**src/rtl/alu_pkg.sv**
```systemverilog
// Shared definitions for the ALU dispatch slice: ctrl codes, data width,
// dispatcher FSM states and the queued op record.
package alu_pkg;

  localparam int DATA_W = 32;

  localparam logic [4:0] CTRL_NOP = 5'b00000;
  localparam logic [4:0] CTRL_SLL = 5'b00001;

  typedef enum logic [1:0] {
    ST_IDLE  = 2'd0,
    ST_ISSUE = 2'd1,
    ST_WAIT  = 2'd2,
    ST_RESP  = 2'd3
  } state_t;

  typedef struct packed {
    logic [DATA_W-1:0] a;
    logic [4:0]        b;
    logic [4:0]        ctrl;
  } op_t;

endpackage

```
**src/rtl/alu_op_fifo.sv**
```systemverilog
// Op buffer for the dispatcher: synchronous FIFO of op_t records.
// The pointers carry one extra wrap bit so that full and empty can be told apart.
module alu_op_fifo
  import alu_pkg::*;
#(
  parameter int DEPTH = 4
) (
  input  logic clk,
  input  logic rst_n,
  input  logic push,
  input  logic pop,
  input  op_t  wdata,
  output op_t  rdata,
  output logic full,
  output logic empty
);

  localparam int AW = $clog2(DEPTH);

  op_t         mem [DEPTH];
  logic [AW:0] wr_ptr;
  logic [AW:0] rd_ptr;

  assign empty = (wr_ptr == rd_ptr);
  assign full  = (wr_ptr[AW] != rd_ptr[AW]) && (wr_ptr[AW-1:0] == rd_ptr[AW-1:0]);
  assign rdata = mem[rd_ptr[AW-1:0]];

  always_ff @(posedge clk or negedge rst_n) begin
    if (!rst_n) begin
      wr_ptr <= '0;
      rd_ptr <= '0;
    end else begin
      if (push && !full)  wr_ptr <= wr_ptr + 1'b1;
      if (pop && !empty)  rd_ptr <= rd_ptr + 1'b1;
    end
  end

  always_ff @(posedge clk) begin
    if (push && !full) mem[wr_ptr[AW-1:0]] <= wdata;
  end

endmodule

```
**src/rtl/alu_dispatch.sv**
```systemverilog
// Issue stage in front of the iterative shifter: queues ops, launches SLLs,
// answers NOP/illegal ops directly. Optional WAIT watchdog: ALU_DISPATCH_TIMEOUT_EN.
//
// state    | meaning
// IDLE     | pop and decode the FIFO head when one is queued
// ISSUE    | one-cycle sh_start pulse with sh_a/sh_b presented
// WAIT     | wait for a fresh sh_done (must drop once before it counts)
// RESP     | hold the response until res_ready
module alu_dispatch
  import alu_pkg::*;
#(
  parameter int DEPTH   = 4,
  parameter int TIMEOUT = 64
) (
  input  logic              clk,
  input  logic              rst_n,
  input  logic              op_valid,
  output logic              op_ready,
  input  logic [DATA_W-1:0] op_a,
  input  logic [4:0]        op_b,
  input  logic [4:0]        op_ctrl,
  output logic [DATA_W-1:0] sh_a,
  output logic [4:0]        sh_b,
  output logic              sh_start,
  input  logic              sh_done,
  input  logic [DATA_W-1:0] sh_result,
  output logic              res_valid,
  input  logic              res_ready,
  output logic [DATA_W-1:0] res_data,
  output logic              res_err
);

  state_t state;
  op_t    wr_op;
  op_t    head;
  logic   full;
  logic   empty;
  logic   push;
  logic   pop;
  logic   seen_low;

  assign wr_op     = '{a: op_a, b: op_b, ctrl: op_ctrl};
  assign op_ready  = !full;
  assign push      = op_valid && !full;
  assign pop       = (state == ST_IDLE) && !empty;
  assign sh_start  = (state == ST_ISSUE);
  assign res_valid = (state == ST_RESP);

  alu_op_fifo #(.DEPTH(DEPTH)) u_fifo (
    .clk   (clk),
    .rst_n (rst_n),
    .push  (push),
    .pop   (pop),
    .wdata (wr_op),
    .rdata (head),
    .full  (full),
    .empty (empty)
  );

`ifdef ALU_DISPATCH_TIMEOUT_EN
  localparam int            TO_W    = $clog2(TIMEOUT + 1);
  localparam logic [TO_W-1:0] TO_LAST = TO_W'(TIMEOUT - 1);
  logic [TO_W-1:0] wait_cnt;
`else
  logic unused_timeout;
  assign unused_timeout = ^TIMEOUT;
`endif

  always_ff @(posedge clk or negedge rst_n) begin
    if (!rst_n) begin
      state    <= ST_IDLE;
      sh_a     <= '0;
      sh_b     <= '0;
      res_data <= '0;
      res_err  <= 1'b0;
      seen_low <= 1'b0;
`ifdef ALU_DISPATCH_TIMEOUT_EN
      wait_cnt <= '0;
`endif
    end else begin
      case (state)
        ST_IDLE: begin
          if (!empty) begin
            if (head.ctrl == CTRL_SLL) begin
              sh_a  <= head.a;
              sh_b  <= head.b;
              state <= ST_ISSUE;
            end else if (head.ctrl == CTRL_NOP) begin
              res_data <= head.a;
              res_err  <= 1'b0;
              state    <= ST_RESP;
            end else begin
              res_data <= '0;
              res_err  <= 1'b1;
              state    <= ST_RESP;
            end
          end
        end
        ST_ISSUE: begin
          seen_low <= 1'b0;
`ifdef ALU_DISPATCH_TIMEOUT_EN
          wait_cnt <= '0;
`endif
          state    <= ST_WAIT;
        end
        ST_WAIT: begin
          // A done level left over from the previous op only counts after it has dropped.
          if (!sh_done) seen_low <= 1'b1;
          if (seen_low && sh_done) begin
            res_data <= sh_result;
            res_err  <= 1'b0;
            state    <= ST_RESP;
          end
`ifdef ALU_DISPATCH_TIMEOUT_EN
          else if (wait_cnt == TO_LAST) begin
            res_data <= '0;
            res_err  <= 1'b1;
            state    <= ST_RESP;
          end else begin
            wait_cnt <= wait_cnt + TO_W'(1);
          end
`endif
        end
        ST_RESP: begin
          if (res_ready) state <= ST_IDLE;
        end
        default: state <= ST_IDLE;
      endcase
    end
  end

endmodule

```
**config.mk**
```make
export PLATFORM = sky130hd
export DESIGN_NAME = alu_dispatch
export DESIGN_NICKNAME = d
export VERILOG_FILES = /design/src/rtl/alu_pkg.sv /design/src/rtl/alu_op_fifo.sv /design/src/rtl/alu_dispatch.sv
export SDC_FILE = /design/constraint.sdc
export NUM_CORES = 1
export LEC_CHECK = 0
export BUFFER_PORTS_ARGS = -buffer_cell sky130_fd_sc_hd__buf_2
export CORE_MARGIN = 3
export CORE_UTILIZATION = 40
export DETAILED_ROUTE_END_ITERATION = 8
export PLACE_DENSITY = 0.58
export SLEW_MARGIN = 20
export SYNTH_ARGS = -nofsm -noshare
export SYNTH_HDL_FRONTEND = slang
export SYNTH_SLANG_ARGS = --single-unit
```
**constraint.sdc**
```tcl
create_clock -name clk -period 3.65 [get_ports clk]
set_input_delay 0.5475 -clock clk [delete_from_list [all_inputs] [get_ports clk]]
set_output_delay 0.5475 -clock clk [all_outputs]
set_load 0.02 [all_outputs]
```
==> summary.txt <==
Synth
  – Avg Inst Size Synth: approximately 19 um2
  – Ys flop type: edfxtp_1
  – Synth Cell Area: ~0.0097 mm2
  – Largest area contributor in the netlist: edfxtp_1
  – Post-synth EDFFs: 168
  – Syn. warnings: 0
  – Post-synth ARST share: between 30% and 40%
  – Synth Instances: around 510
  – Synth top area cells: edfxtp_1 (52%), dfrtp_1 (20%), mux4_2 (8.8%)
  – Sequential share of the synthesized area: 72.6%
  – Synth unique cells: 42
  – Yosys reg bits: 247
  – Syn nets: just under 600
  – Yosys top cell area share: 52.1%

Worst setup path
  – CP required: 4.05 ns
  – CP max FO: 20
  – Worst R2R Start: u_fifo.rd_ptr[1]
  – FF-to-FF setup slack: between 1 and 1.5 ns
  – CP arrival: around 3.0 ns
  – CP startpoint kind: flop
  – FF-to-FF End: sh_a[2]
  – Critical Path End Type: flop
  – Reg2Reg Depth: 6
  – CP Class: reg -> reg

Routing
  – Final WL: roughly 22000 um
  – Pre-Repair DR Iteration Count: 4
  – Initial DRC count: approximately 310
  – Drt drc: 0
  – Routed length per placed instance: between 20 and 25 um
  – Routed vias/inst: 5.18
  – DR vias: about 5200
  – Final ANT Viol Nets: 0

STA
  – Post-layout minimum cycle time: 2.65 ns
  – Final worst-path cycle share: approximately 72%
  – Final setup viols: 0
  – Clock skew: approximately 0.018 ns
  – Least-Margin Pin Slew: around 0.75 ns
  – Max Slew Vio Count: 0
  – Fmax: 378 MHz
  – Unrepaired setup endpoints after global routing: false
  – Final Hold Fails: 0
  – Slew Limit Headroom: about half
  – PnR worst setup slack: ~1 ns
  – Setup TNS: 0 ns

Die
  – Initial Utilization: between 40% and 50%
  – Top-Level Pins: between 150 and 200
  – FP Rows: 56
  – Die extent in y: between 150 and 200 um
  – DIE AREA: 0.0261 mm2
  – Core footprint: approximately 0.024 mm2
  – Horiz. Die Dim: 162 um

Clock network
  – CTS tree: built
  – Clk Latency, worst-skew pair: between 0.5 and 0.6 ns
  – Clk root buf: clkbuf_16
  – Cts hold-fix bufs: 0
  – Reg clk slew, reported paths: around 0.060 ns
  – Post-CTS sizing: 0
  – Post-CTS setup buffer count: 0
  – CTS Buf Count: 26
  – Clock tree buffer depth: 3
  – Clock sink count: about 250
  – H-Tree Depth: 1

Finish
  – Most common cell after layout, fill and taps aside: edfxtp_1
  – Share of layout cells above drive strength 1: between 40% and 50%
  – Nets: around 760
  – Most frequent cells in the layout: edfxtp_1 (168), buf_2 (150), dfrtp_1 (77), mux2_2 (43), mux4_2 (38)
  – Area Overhead vs Synth: 22.1%

GRT
  – Overflow after GRT: 0
  – First-pass GRT wire length: 34100 um
  – Largest net degree at the start of global routing: 80
  – Vias in the first global route: ~6000
  – GRT Util Overall: 16.8%
  – Initial antenna violation count: 5

Power
  – Peak VDD IR: around 0.38 mV
  – Power per cell area: 908 mW/mm2
  – P_leak: ~0.0047 uW

Placement
  – Gpl congestion: approximately 0.76
  – Dpl ws: between 0.9 and 1 ns
  – PortBufs: between 150 and 200
  – Detailed Place HPWL: ~15000 um

Outcome
  – Status: complete, no violations

Min path
  – Min-delay worst type: in -> async

Flow run
  – Max-Cap Viols: 0
## power breakdown
| group | internal [uW] | total, uW | switching (uW) | leakage [uW] |
|---|---|---|---|---|
| Clock | 1820 | 2870 | 1050 | 0.000457 |
| Sequential | 3830 | 4170 | 344 | 0.00258 |
| Combinational | 1530 | 3690 | 2160 | 0.00164 |
## worst max-delay path, stage by stage, from the launching register on
cell	delay, ns
dfrtp_2	0.64
xnor2_1	0.18
and2_1	0.20
a21oi_2	0.25
nand3_2	0.54
buf_4	0.41
mux2_2	0.29
## how the worst max path moves through the flow
stage / from / to / slack, ns / cells after the start
floorplan: u_fifo.rd_ptr[0] / u_fifo.mem[3][0] / 0.97 / 5
global placement: u_fifo.rd_ptr[1] / sh_a[9] / 1.06 / 6
finish: u_fifo.rd_ptr[1] / sh_a[2] / 1.00 / 6
detailed placement: u_fifo.rd_ptr[1] / sh_a[2] / 0.94 / 6
global route: u_fifo.rd_ptr[1] / sh_b[3] / 0.80 / 6
CTS: u_fifo.rd_ptr[1] / sh_a[0] / 0.95 / 6
## layout make-up
type / count / area, um2
fillers: 1993 / 11800
repair buffers: 166 / 912
well taps: 319 / 399
clock inverters: 15 / 236
flip-flops and latches: 247 / 7030
diodes: 1 / 2.50
multi-input cells: 222 / 2480
inverters: 9 / 33.8
clock buffers: 33 / 718
## sequential cells by signal (all words and copies together), names as in the netlist
name	cells
seen_low	1
u_fifo.mem	168
sh_b	5
u_fifo.wr_ptr	3
u_fifo.rd_ptr	3
res_data	32
state	2
res_err	1
sh_a	32
## per-stage QoR
stage	hold WS, ns	power, uW	instances	area (um2)	util (%)
after floorplan	0.252	6740	506	9670	-
after global placement	0.467	7880	963	10900	46.0
after detailed placement	0.469	7990	963	10900	46.0
after CTS	0.227	10900	1011	11800	50.0
after global routing	0.122	11300	1012	11800	50.0
final	0.0792	10700	1012	11800	50.0
## routing by layer
layer / up-vias / global-route usage [%] / share of wire, %
met5: - / 0 / 0.18
met4: 6 / 4.26 / 1.8
met3: 35 / 3.46 / 5.8
met1: 2710 / 22.6 / 42
met2: 149 / 28.3 / 50
li1: 2347 / - / -
## cell families after synthesis
family | synth area share, %
flops | 72.6
mux | 14.3
compound gates | 6.26
simple gates | 2.96
buf+inv | 1.86
fa+ha+maj | 1.29
xor+xnor | 0.724
## cells in the mapped netlist, drive strengths merged, types with 4 or more instances
cell	count
o2bb2ai	25
dfrtp	79
clkbuf	12
xnor2	5
edfxtp	168
inv	9
mux2	46
or2	25
nand2	4
o211ai	25
mux4	38
ha	10
nor4	4
a32o	7
buf	16
and2	5
Power figures use the tool's default switching activity.
